[src/rtl/shexseg_scan_if.sv]
// Bundles the display data inputs and the scanned LED outputs of shexseg_scan.
// master drives value/control and observes the pins; slave is the scanner.
interface shexseg_scan_if #(
  parameter int NDIGITS  = 4,
  parameter int BRIGHT_W = 3
);
  logic [4*NDIGITS-1:0] value;
  logic [NDIGITS-1:0]   dots;
  logic [NDIGITS-1:0]   digit_en;
  logic                 lz_suppress;
  logic [BRIGHT_W-1:0]  brightness;
  logic [7:0]           osegment;
  logic [NDIGITS-1:0]   odigit;
  logic                 frame_start;

  modport master (
    output value, dots, digit_en, lz_suppress, brightness,
    input  osegment, odigit, frame_start
  );

  modport slave (
    input  value, dots, digit_en, lz_suppress, brightness,
    output osegment, odigit, frame_start
  );
endinterface

[src/rtl/shexseg_scan.sv]
// Time-multiplexed hex 7-segment scanner with per-frame snapshot, leading-zero
// blanking, PWM brightness and a dark guard cycle at the start of every slot.
module shexseg_scan #(
  parameter int NDIGITS  = 4,
  parameter int SCAN_DIV = 1000,
  parameter int BRIGHT_W = 3
) (
  input  logic          clk,
  input  logic          reset,
  shexseg_scan_if.slave bus
);
  localparam int PW = (SCAN_DIV > 1) ? $clog2(SCAN_DIV) : 1;
  localparam int IW = (NDIGITS > 1) ? $clog2(NDIGITS) : 1;
  localparam int CW = PW + BRIGHT_W + 1;
  localparam logic [PW-1:0] PRES_LAST = PW'(SCAN_DIV - 1);
  localparam logic [IW-1:0] IDX_LAST  = IW'(NDIGITS - 1);
  localparam logic [CW-1:0] ON_MAX    = CW'(SCAN_DIV - 1);

  logic [PW-1:0]          pres_r;
  logic [IW-1:0]          idx_r;
  logic                   load_pend_r;
  logic [4*NDIGITS-1:0]   value_r;
  logic [NDIGITS-1:0]     dots_r;
  logic [NDIGITS-1:0]     en_r;
  logic                   lz_r;
  logic [BRIGHT_W-1:0]    bright_r;
  logic [7:0]             osegment_r;
  logic [NDIGITS-1:0]     odigit_r;
  logic                   frame_start_r;

  logic                   slot_end_s;
  logic                   load_s;
  logic [CW-1:0]          on_raw_s;
  logic [CW-1:0]          on_cnt_s;
  logic [NDIGITS:0]       zero_s;
  logic [3:0]             nib_s;
  logic                   suppress_s;
  logic                   lit_s;
  logic [7:0]             seg_next_s;
  logic [NDIGITS-1:0]     dig_next_s;

  function automatic logic [7:0] seg_decode(input logic [3:0] nib);
    logic [7:0] seg;
    case (nib)
      4'h0: seg = 8'hEE;  4'h1: seg = 8'h60;  4'h2: seg = 8'hCD;  4'h3: seg = 8'hE9;
      4'h4: seg = 8'h63;  4'h5: seg = 8'hAB;  4'h6: seg = 8'hAF;  4'h7: seg = 8'hE0;
      4'h8: seg = 8'hEF;  4'h9: seg = 8'hEB;  4'hA: seg = 8'hE7;  4'hB: seg = 8'h2F;
      4'hC: seg = 8'h8E;  4'hD: seg = 8'h6D;  4'hE: seg = 8'h8F;  4'hF: seg = 8'h87;
      default: seg = 8'h00;
    endcase
    return seg;
  endfunction

  assign slot_end_s = (pres_r == PRES_LAST);
  assign load_s     = load_pend_r || (slot_end_s && (idx_r == IDX_LAST));

  // Prescaler and digit index
  always_ff @(posedge clk or posedge reset) begin
    if (reset) begin
      pres_r <= '0;
      idx_r  <= '0;
    end else if (slot_end_s) begin
      pres_r <= '0;
      idx_r  <= (idx_r == IDX_LAST) ? '0 : idx_r + IW'(1);
    end else begin
      pres_r <= pres_r + PW'(1);
    end
  end

  // Frame snapshot; shadows only change at a frame boundary so a frame never tears
  always_ff @(posedge clk or posedge reset) begin
    if (reset) begin
      load_pend_r   <= 1'b1;
      frame_start_r <= 1'b0;
      value_r       <= '0;
      dots_r        <= '0;
      en_r          <= '0;
      lz_r          <= 1'b0;
      bright_r      <= '0;
    end else begin
      load_pend_r   <= 1'b0;
      frame_start_r <= load_s;
      if (load_s) begin
        value_r  <= bus.value;
        dots_r   <= bus.dots;
        en_r     <= bus.digit_en;
        lz_r     <= bus.lz_suppress;
        bright_r <= bus.brightness;
      end
    end
  end

  // On-time per slot, clamped so pres==0 stays dark and at least one clock is lit
  always_comb begin
    on_raw_s = ((CW'(bright_r) + CW'(1)) * CW'(SCAN_DIV)) >> BRIGHT_W;
    if (on_raw_s < CW'(1)) begin
      on_cnt_s = CW'(1);
    end else if (on_raw_s > ON_MAX) begin
      on_cnt_s = ON_MAX;
    end else begin
      on_cnt_s = on_raw_s;
    end
  end

  // Next segment/digit pattern from the current slot and the shadow data
  always_comb begin
    zero_s[NDIGITS] = 1'b1;
    for (int i = NDIGITS - 1; i >= 0; i--) begin
      zero_s[i] = zero_s[i+1] && (value_r[4*i +: 4] == 4'h0);
    end
    nib_s      = 4'(value_r >> {idx_r, 2'b00});
    suppress_s = lz_r && (idx_r != '0) && zero_s[{1'b0, idx_r}];
    lit_s      = (pres_r != '0) && (CW'(pres_r) <= on_cnt_s) && en_r[idx_r];
    if (lit_s) begin
      seg_next_s = (suppress_s ? 8'h00 : seg_decode(nib_s)) |
                   (dots_r[idx_r] ? 8'h10 : 8'h00);
      dig_next_s = NDIGITS'(1) << idx_r;
    end else begin
      seg_next_s = 8'h00;
      dig_next_s = '0;
    end
  end

  // Registered LED pins
  always_ff @(posedge clk or posedge reset) begin
    if (reset) begin
      osegment_r <= 8'h00;
      odigit_r   <= '0;
    end else begin
      osegment_r <= seg_next_s;
      odigit_r   <= dig_next_s;
    end
  end

  assign bus.osegment    = osegment_r;
  assign bus.odigit      = odigit_r;
  assign bus.frame_start = frame_start_r;
endmodule

[src/flat_wrapper.sv]
// flat-port wrapper written by rule: the top's interface ports become plain ports
module shexseg_scan_flat 
#(
  parameter int NDIGITS  = 4,
  parameter int SCAN_DIV = 1000,
  parameter int BRIGHT_W = 3
)
  (clk, reset, bus_value, bus_dots, bus_digit_en, bus_lz_suppress, bus_brightness, bus_osegment, bus_odigit, bus_frame_start);
  shexseg_scan_if #(.NDIGITS(NDIGITS), .BRIGHT_W(BRIGHT_W)) bus_i ();
  input  logic clk;
  input  logic reset;
  input wire logic [$bits(bus_i.value)-1:0] bus_value;
  input wire logic [$bits(bus_i.dots)-1:0] bus_dots;
  input wire logic [$bits(bus_i.digit_en)-1:0] bus_digit_en;
  input wire logic [$bits(bus_i.lz_suppress)-1:0] bus_lz_suppress;
  input wire logic [$bits(bus_i.brightness)-1:0] bus_brightness;
  output wire logic [$bits(bus_i.osegment)-1:0] bus_osegment;
  output wire logic [$bits(bus_i.odigit)-1:0] bus_odigit;
  output wire logic [$bits(bus_i.frame_start)-1:0] bus_frame_start;
  assign bus_i.value = bus_value;
  assign bus_i.dots = bus_dots;
  assign bus_i.digit_en = bus_digit_en;
  assign bus_i.lz_suppress = bus_lz_suppress;
  assign bus_i.brightness = bus_brightness;
  assign bus_osegment = bus_i.osegment;
  assign bus_odigit = bus_i.odigit;
  assign bus_frame_start = bus_i.frame_start;
  shexseg_scan #(.NDIGITS(NDIGITS), .SCAN_DIV(SCAN_DIV), .BRIGHT_W(BRIGHT_W)) u_core (.clk(clk), .reset(reset), .bus(bus_i));
endmodule
[config.mk]
export PLATFORM = sky130hd
export DESIGN_NAME = shexseg_scan_flat
export DESIGN_NICKNAME = d
export VERILOG_FILES = /design/src/rtl/shexseg_scan_if.sv /design/src/rtl/shexseg_scan.sv /design/src/flat_wrapper.sv
export SDC_FILE = /design/constraint.sdc
export NUM_CORES = 1
export LEC_CHECK = 0
export CORE_UTILIZATION = 50
export DETAILED_ROUTE_END_ITERATION = 8
export GPL_TIMING_DRIVEN = 1
export PLACE_DENSITY = 0.73
export SYNTH_ARGS = -nofsm -noshare
export SYNTH_HDL_FRONTEND = slang
export SYNTH_SLANG_ARGS = --single-unit
[constraint.sdc]
create_clock -name clk -period 11.4 [get_ports clk]
set_clock_uncertainty 0.15 [all_clocks]
set_input_delay 1.14 -clock clk [delete_from_list [all_inputs] [get_ports clk]]
set_output_delay 1.14 -clock clk [all_outputs]
set_load 0.05 [all_outputs]
Word level (Yosys, flattened, before mapping)
Memories as Yosys holds them, arrays and structs flattened.
Cells that the tools add are included.
W data, S select, Z words.
- $add $sub $neg: 3
- multiply operators: 1
- magnitude comparators: 5
- eq/ne operators: 2
- shifts and indexed selects: 2
- muxes and demuxes: 15
- bitwise operators: 1
- reduce and logical (&&, ||, !) cells: 15
- operator list (kind ; number):
    $mux W8 ; 3
    $logic_not A4 Y1 ; 4
    $shr A16 B4 Y4 ; 1
    $le A10 B14 Y1 ; 1
    $mul A14 B7 Y11 const B ; 1
    $mux W14 ; 1
    $gt A11 B10 Y1 const B ; 1
    $lt A11 B1 Y1 const B ; 1
    $mux W11 ; 1
    $add A10 B1 Y10 const B ; 1
    $eq A10 B10 Y1 const B ; 1
    $mux W10 ; 1
    $reduce_bool A10 Y1 ; 1
    $logic_and A1 B1 Y1 ; 8
    $or A8 B8 Y8 ; 1
    $bmux W1 S2 ; 3
    $mux W5 ; 1
    $add A3 B1 Y4 const B ; 1
    $lt A2 B4 Y1 const B ; 1
    $mux W4 ; 1
    $shl A1 B2 Y4 const A ; 1
    $lt A2 B3 Y1 const B ; 1
    $mux W1 ; 3
    $add A2 B1 Y2 const B ; 1
    4 further kinds ; 4
- flip-flop bits (word level): 54
- ROM bits: 112
- bits of input ports: 30
- output and inout bits: 13
- word-level logic and storage cells: 56
- memories: 1
- memory list (memory ; depth ; width ; read ports ; clocked after memory_dff ; write ports ; line ; source):
    (name not given) ; 16 ; 7 ; 1 ; 0 ; 0 ; shexseg_scan.sv:44 ; case (nib)

Longest topological paths before layout
Gate-level depths: netlist of run 1.
- depth in word-level cells: 12
- mapped depth: 21
- depth with buffers taken out: 20

Worst setup path before layout of run 1
Ideal clock, no wire load.
- path type: register -> register
- from: register u_core.bright_r[0]
- to: register u_core.osegment_r[0] (netlist: u_core.bus.osegment[0])
- library setup time: 0.146 ns
- data arrival time: 5.072 ns
- required time: 11.104 ns
- slack: 6.033 ns
- stages on the path, launching flop included: 21
- buffers on the path: 1
- clock period less this slack: 5.367 ns
- path through: dfrtp_1 > ha_1 > xor2_1 > fa_1 > fa_1 > inv_1 > ha_1 > a21oi_1 > nor3b_1 > or4b_4 > a21oi_2 > nand4_2 > a21bo_1 > ha_1 > nand2_1 > o21ai_0 > nor3_1 > a211o_1 > o211ai_1 > buf_4 > nor3_1
- word-level cells in the longest chain between the ends: 9
- elaborated cells on any way between the ends: 10
- those cells by class: add/sub (1); mul (1); order compare (3); mux (3); reduce/logical (2)
- ends and longest elaborated chain (what ; line ; source):
    start: declaration ; shexseg_scan.sv:26 ; logic [BRIGHT_W-1:0] bright_r;
    start signal: assignment ; shexseg_scan.sv:88 ; bright_r <= bus.brightness;
    $add A3 B1 Y4 (*) ; shexseg_scan.sv:95 ; on_raw_s = ((CW'(bright_r) + CW'(1)) * CW'(SCAN_DIV)) >> BRIGHT_W;
    $mul A14 B7 Y11 (*) ; shexseg_scan.sv:95 ;
    $gt A11 B10 Y1 ; shexseg_scan.sv:98 ; end else if (on_raw_s > ON_MAX) begin
    $mux W11 ; shexseg_scan.sv:98 ;
    $mux W14 (*) ; shexseg_scan.sv:96 ; if (on_raw_s < CW'(1)) begin
    $le A10 B14 Y1 (*) ; shexseg_scan.sv:113 ; lit_s = (pres_r != '0) && (CW'(pres_r) <= on_cnt_s) && en_r[idx_r];
    $logic_and A1 B1 Y1 (*) (2 in a row) ; shexseg_scan.sv:113 ;
    $mux W8 (*) ; shexseg_scan.sv:114 ; if (lit_s) begin
    named net u_core.seg_next_s[0] ; shexseg_scan.sv:39 ; logic [7:0] seg_next_s;
    end signal: assignment ; shexseg_scan.sv:130 ; osegment_r <= seg_next_s;
    end: declaration ; shexseg_scan.sv:27 ; logic [7:0] osegment_r;
The timed path passes the listed nets; every way through them passes the cells marked *.
A chain may end at the register's enable or synchronous reset.

Worst setup path after layout of run 1
- from: register u_core.bright_r[0]
- to: register u_core.osegment_r[2] (netlist: u_core.bus.osegment[2])
Same word-level chain as after synthesis.

==> run metrics, run 1 <==
Static Leak=approximately 1.9 nW; setup repair after global routing missed its margin=no; total track usage=about a fifth; multi-input logic area=between 2000 and 2500 µm²; Post-Synth Adder-Cell Area=between 10% and 20%; Non-Filler Instances=roughly 470; simple-gate share of the synthesized area=between 10% and 20%; final total power=0.6725 mW; first-pass GRT wire length=12.33 mm; Pre-antenna DRT Iters=4; Synth Area in Compound Gates=about a tenth; top cells by area, synth=dfrtp_1, ha_1, mux2_2; area grow syn2layout=18.03%; drt drc=0; fin crit share=between 50% and 60%; ys flop type=dfrtp_1; Place WS=~5.0 ns; EDFF count, synth=0; Fin. Hold Viols=0; Hold Buf Count CTS=0; core area=slightly below 7000 µm²; largest net degree at the start of global routing=55; status=finished clean; DP HPWL=5.288 mm; Max-slew headroom=27.31%; Root Buffer=clkbuf_8; Post-DRT Antenna Nets=0; Inserted Diodes=0; final core occ=~61%; multiplexer share of the synthesized area=approximately 14%; post-CTS setup buffers=0; CP endpoint kind=flop; sequential cell area=roughly 1400 µm²; Num Clock Sinks=54; Worst Max-Slew Pin Slew=~1.1 ns; total number of vias=2566; Synth top area share=a little under two fifths; post-cts sizing count=0; fillcell total=between 500 and 600; async set-reset flop share out of synthesis=100.0%; CTS tree=done; Via density=5.471; Required @ worst endpoint=11.40 ns; leading area contributor after synthesis=dfrtp_1; setup TNS=0 ns; CP Launch Type=flop; critical path type=flop to flop; setup ws final=5.068 ns; total wire length=~7.0 mm; Reg clk slew, reported paths=around 0.10 ns; Max VDD drop=around 72 µV; setup violators final=0; fin. max-slew vios=0; full die area=around 7400 µm²; H-tree levels=2; post-synthesis cell type count=52; vias in the first global route=2579; fmax=roughly 160 MHz; IO buf count=42; CTS Buf Count=5; CP Max Fanout=12; # nets final=about 450; Initial Util=about half; synth warn=0; Placed Cells incl. Taps=roughly 460; antenna violations before repair=0; Power Density=161.7 nW/µm²; layout cell share with drive strength beyond 1=between 15 and 20%; Skew-Pair Late Insertion Delay=0.31 ns; max_cap viols=0; CTS max path bufs=2; largest family of logic cells by synthesized area=adder cells; hold crit path type=flop to flop; cell row count=30; Min Clock Period, post-route=approximately 6.3 ns; post-synthesis register bit count=54; # IOs=43; Syn Inst Count=331; Syn Std Cell Area=3525 µm²; Routability Congestion=slightly below 1; GRT overflow=0; Avg Cell Area, Syn=10.65 µm²; Synth Area in XOR/XNOR=2.485%; syn nets=slightly above 400; Die H=85.96 µm; Initial DRC Count=156; WP data arrival=~6.3 ns; Die X=~86 µm; share of the yosys chip area belonging to registers=about two fifths; wire length per cell=about 15 µm
flip-flops by register name, indices dropped and copies added, names as in the netlist:
name	flops
u_core.bright_r	3
u_core.load_pend_r	1
u_core.bus.osegment	8
u_core.lz_r	1
u_core.pres_r	10
u_core.value_r	16
u_core.en_r	4
u_core.bus.odigit	4
u_core.dots_r	4
u_core.idx_r	2
u_core.bus.frame_start	1
cell usage after synthesis, drive strengths merged (2+ instances only):
master and n:
dfrtp 53, ha 37, inv 31, mux2 29, nand2 19, nor2 19
a21oi 14, nand3 10, nor3 10, nor2b 9, o21ai 9, fa 7
nand2b 7, mux4 6, buf 5, clkbuf 5, nand4 5, nor4 5
xnor2 5, xor2 5, a211oi 4, a21o 4, a31oi 4, o211ai 4
nor4b 3, mux2i 2, or2 2
kinds of logic after synthesis:
| family | count (synthesis) |
|---|---|
| AND/OR/NAND/NOR | 94 |
| flip-flops | 54 |
| AO/OA/AOI/OAI | 50 |
| adder cells (fa/ha/maj) | 44 |
| buffers and inverters | 41 |
| multiplexers | 37 |
| XOR/XNOR | 10 |
| other | 1 |
layout by cell type (no fill, tap or decap), types with 2 or more instances in the layout:
cell type,netlist,layout
nor3_1,10,10
o21ai_0,9,9
mux4_2,6,6
xor2_1,5,5
nand4_1,4,4
a31oi_1,4,4
nor4b_1,3,3
buf_4,1,2
a21o_1,3,3
nand3_1,10,10
nand2_1,19,19
clkbuf_8,0,6
nor2_1,19,19
mux2_2,29,29
fa_1,7,7
inv_1,31,30
dfrtp_1,53,53
a21oi_2,1,2
a21oi_1,13,12
o211ai_1,4,4
nor2b_1,9,9
ha_1,37,37
a211oi_1,4,4
nor4_1,4,4
xnor2_1,5,5
mux2i_1,2,2
clkdlybuf4s50_1,0,42
nand2b_1,7,7
through the flow:
| step | area, µm² | hold slack, ns |
|---|---|---|
| 3_5_place_dp | 4039 | 0.3345 |
| 4_1_cts | 4160 | 0.3489 |
| 3_3_place_gp | 4039 | 0.3235 |
| 2_1_floorplan | 3525 | 0.3046 |
| 6_report | 4160 | 0.3416 |
| 5_1_grt | 4160 | 0.3756 |
layer usage:
layer / GRT usage (%) / wire [µm] / vias up
li1: - / - / 1240
met1: 30.84 / 3532 / 1246
met2: 33.48 / 3208 / 75
met3: 2.887 / 261 / 5
met4: 4.091 / 46 / 0
met5: 0 / 0 / -
report_power, final:
| group | switching [mW] | leakage (nW) | internal (mW) |
|---|---|---|---|
| registers | 0.0110 | 0.656 | 0.209 |
| clock network | 0.0648 | 0.0618 | 0.0723 |
| logic | 0.178 | 1.13 | 0.137 |
| total | 0.254 | 1.85 | 0.419 |
cell type report:
type                       count  share of cell area (%)
clock buffer                   6                   1.985
clock inverter                 2                  0.9323
inverter                      31                   2.797
multi-input combinational    236                   48.42
sequential                    54                   32.51
tap                           96                   2.887
timing repair buffer          44                   10.47
worst paths after layout:
kind                                           startpoint                                to  slack, ns  cells after the start
hold / removal                 u_core.pres_r[0]$_DFF_PP0_        u_core.pres_r[0]$_DFF_PP0_       0.34                      1
setup reg to reg           u_core.bright_r[0]$_DFFE_PP0P_  u_core.bus.osegment[2]$_DFF_PP0_       5.07                     19
hold reg to reg                u_core.pres_r[0]$_DFF_PP0_        u_core.pres_r[0]$_DFF_PP0_       0.34                      1
min in group asynchronous                           reset    u_core.bus.odigit[0]$_DFF_PP0_       1.27                      2
setup / recovery           u_core.bright_r[0]$_DFFE_PP0P_  u_core.bus.osegment[2]$_DFF_PP0_       5.07                     19
max in group asynchronous                           reset        u_core.pres_r[2]$_DFF_PP0_       9.16                      2
critical path, stage by stage, from the launching register on:
cell and delay (ns):
dfrtp_1 0.59, ha_1 0.23, xor2_1 0.48, fa_1 0.61
fa_1 0.57, inv_1 0.04, ha_1 0.35, nand2b_1 0.10
a211oi_1 0.37, nor4b_1 0.11, a311oi_1 0.38, nand4_2 0.22
a21bo_1 0.24, ha_1 0.16, nand2_1 0.05, o21ai_0 0.24
nor3_1 0.09, a211o_1 0.29, o211ai_1 0.75, a2111oi_0 0.15
Note: power is estimated with default switching activity, not from simulation.
==> run 2: changes to the inputs <==
==> constraint.sdc (replaced) <==
create_clock -name clk -period 6.33 [get_ports clk]
set_clock_uncertainty 0.15 [all_clocks]
set_input_delay 0.633 -clock clk [delete_from_list [all_inputs] [get_ports clk]]
set_output_delay 0.633 -clock clk [all_outputs]
set_load 0.05 [all_outputs]
==> run metrics, run 2 (synthesis gave the netlist of run 1 again) <==
Required @ worst endpoint=6.36 ns (-5.04 ns); Num Clock Sinks=54 (unchanged); Initial Util=51.88% (unchanged); antenna violations before repair=0 (unchanged); core area=6794 µm² (unchanged); most frequent cells in the layout=dfrtp_1, clkdlybuf4s50_1, ha_1; crit-path cells=ha_1, inv_1, fa_1, fa_1, inv_1, ha_1, nand2b_1, a211oi_1, nor4b_1, a311oi_1, nand4_2, a21bo_1, ha_1, nand2_1, o21ai_0, nor3_1, a211o_1, o211ai_1, buf_4, nor3_1; first-pass GRT wire length=12.34 mm (+0.11%); # IOs=43 (unchanged); critical path type=flop to flop; setup TNS=0 ns (unchanged); max_cap viols=0 (unchanged); setup repair after global routing missed its margin=no; Max VDD drop=197.0 µV (+170%); Via density=5.436 (-0.64%); most flop-heavy register=u_core.value_r; CP max-delay cell=fa_1; multi-input logic area=2014 µm² (unchanged); Pre-antenna DRT Iters=4 (unchanged); Worst Hold Slack=0.3500 ns (+0.008417 ns); WP data arrival=5.86 ns (-0.47 ns); CTS tree=done; Die H=85.96 µm (unchanged); Initial DRC Count=146 (-6.4%); CTS max path bufs=2 (unchanged); area grow syn2layout=18.60%; Post-DRT Antenna Nets=0 (unchanged); RR Startpoint=u_core.bright_r[0]$_DFFE_PP0P_; hold path depth=1 (unchanged); Root Buffer=clkbuf_8; R2R setup slack=0.50 ns (-4.57 ns); Worst Setup SP=u_core.bright_r[0]$_DFFE_PP0P_; Max-slew headroom=27.10% (-0.21 points); Min Clock Period, post-route=5.830 ns (-0.5020 ns); cell row count=30 (unchanged); CP most frequent cell=ha_1; status=finished clean; Placed Cells incl. Taps=463 (+0.43%); fillcell total=592 (+2.1%); CTS Buf Count=5 (unchanged); fin crit share=92.11% (+37 points); Non-Filler Instances=472 (+0.64%); Worst Max-Slew Pin Slew=1.094 ns (+0.004766 ns); FF-to-FF End=u_core.bus.osegment[0]$_DFF_PP0_; final total power=1.210 mW (+80%); vias in the first global route=2602 (+0.89%); Inserted Diodes=0 (unchanged); DP HPWL=5.380 mm (+1.7%); fin. max-slew vios=0 (unchanged); Final Cell Area=4180 µm² (+0.48%); total track usage=21.27% (+0.25 points); total wire length=6.966 mm (-1.2%); CP Capture Point=u_core.bus.osegment[0]$_DFF_PP0_; CP endpoint kind=flop; # nets final=449 (+0.67%); total number of vias=2566 (unchanged); Place WS=0.3933 ns (-4.614 ns); drt drc=0 (unchanged); Fin. Hold Viols=0 (unchanged); Routability Congestion=1.004 (+4.2%); GRT overflow=0 (unchanged); IO buf count=42 (unchanged); setup violators final=0 (unchanged); CP Max Fanout=9 (-3); final core occ=61.53% (+0.29 points); sequential cell area=1354 µm² (about the same); Skew-Pair Late Insertion Delay=0.32 ns (about the same); CP peak stage delay=0.57 ns (-0.18 ns); most common cell after layout, fill and taps aside=dfrtp_1; full die area=7389 µm² (unchanged); Die X=85.96 µm (unchanged); Power Density=289.5 nW/µm² (+79%); CP Launch Type=flop; r2r worst-path depth=20 (+1); wire length per cell=14.76 µm (-1.8%); H-tree levels=2 (unchanged); fmax=171.5 MHz (+8.6%); hold crit path type=flop to flop; setup ws final=0.4997 ns (-4.568 ns); Reg clk slew, reported paths=0.10 ns (about the same); largest net degree at the start of global routing=55 (unchanged); DP Area=4054 µm² (+0.37%); number of flip-flops in the largest register=16 (unchanged); Static Leak=1.858 nW (+0.40%); layout cell share with drive strength beyond 1=15.96% (+0.94 points)
-- run 2: layer usage --
| layer | global-route usage [%] | part of all wire, % | vias to the layer above |
|---|---|---|---|
| li1 | - | - | 1243 |
| met1 | 30.47 | 48 | 1227 |
| met2 | 32.97 | 45 | 85 |
| met3 | 3.754 | 5.8 | 11 |
| met4 | 6.667 | 1.3 | 0 |
| met5 | 0 | 0 | - |
-- run 2: worst max-delay path: cells and delay by family (launching register included) --
family / cells / cell delay (ns)
fa+ha+maj: 5 / 2.07
compound gates: 6 / 1.93
simple gates: 6 / 0.66
flops: 1 / 0.50
buf+inv: 3 / 0.38
-- run 2: power breakdown --
group | total [mW] | internal (mW) | switching [mW]
clock | 0.242 | 0.121 | 0.121
combinational | 0.572 | 0.253 | 0.319
sequential | 0.396 | 0.377 | 0.0195
-- run 2: worst min-delay path by stage --
stage                                    start                          to  slack (ns)
CTS                 u_core.pres_r[0]$_DFF_PP0_  u_core.pres_r[0]$_DFF_PP0_        0.35
floorplan           u_core.pres_r[0]$_DFF_PP0_  u_core.pres_r[0]$_DFF_PP0_        0.30
global route        u_core.pres_r[0]$_DFF_PP0_  u_core.pres_r[0]$_DFF_PP0_        0.38
detailed placement  u_core.pres_r[0]$_DFF_PP0_  u_core.pres_r[0]$_DFF_PP0_        0.33
finish              u_core.pres_r[0]$_DFF_PP0_  u_core.pres_r[0]$_DFF_PP0_        0.35
global placement    u_core.pres_r[0]$_DFF_PP0_  u_core.pres_r[0]$_DFF_PP0_        0.33
-- run 2: repair_timing --
item / in CTS / in global routing
gates resized for setup: 0 / 1
hold endpoints to repair: 0 / 0
buffers inserted: 0 / 1
hold buffers: 0 / 0
setup endpoints to repair: 0 / 8
-- run 2: layout make-up --
cell class	instances	share of cell area, %
Multi-Input combinational cell	236	48.19
Sequential cell	54	32.39
Timing Repair Buffer	47	10.95
Tap cell	96	2.873
Inverter	31	2.784
Clock buffer	5	1.646
Clock inverter	3	1.167
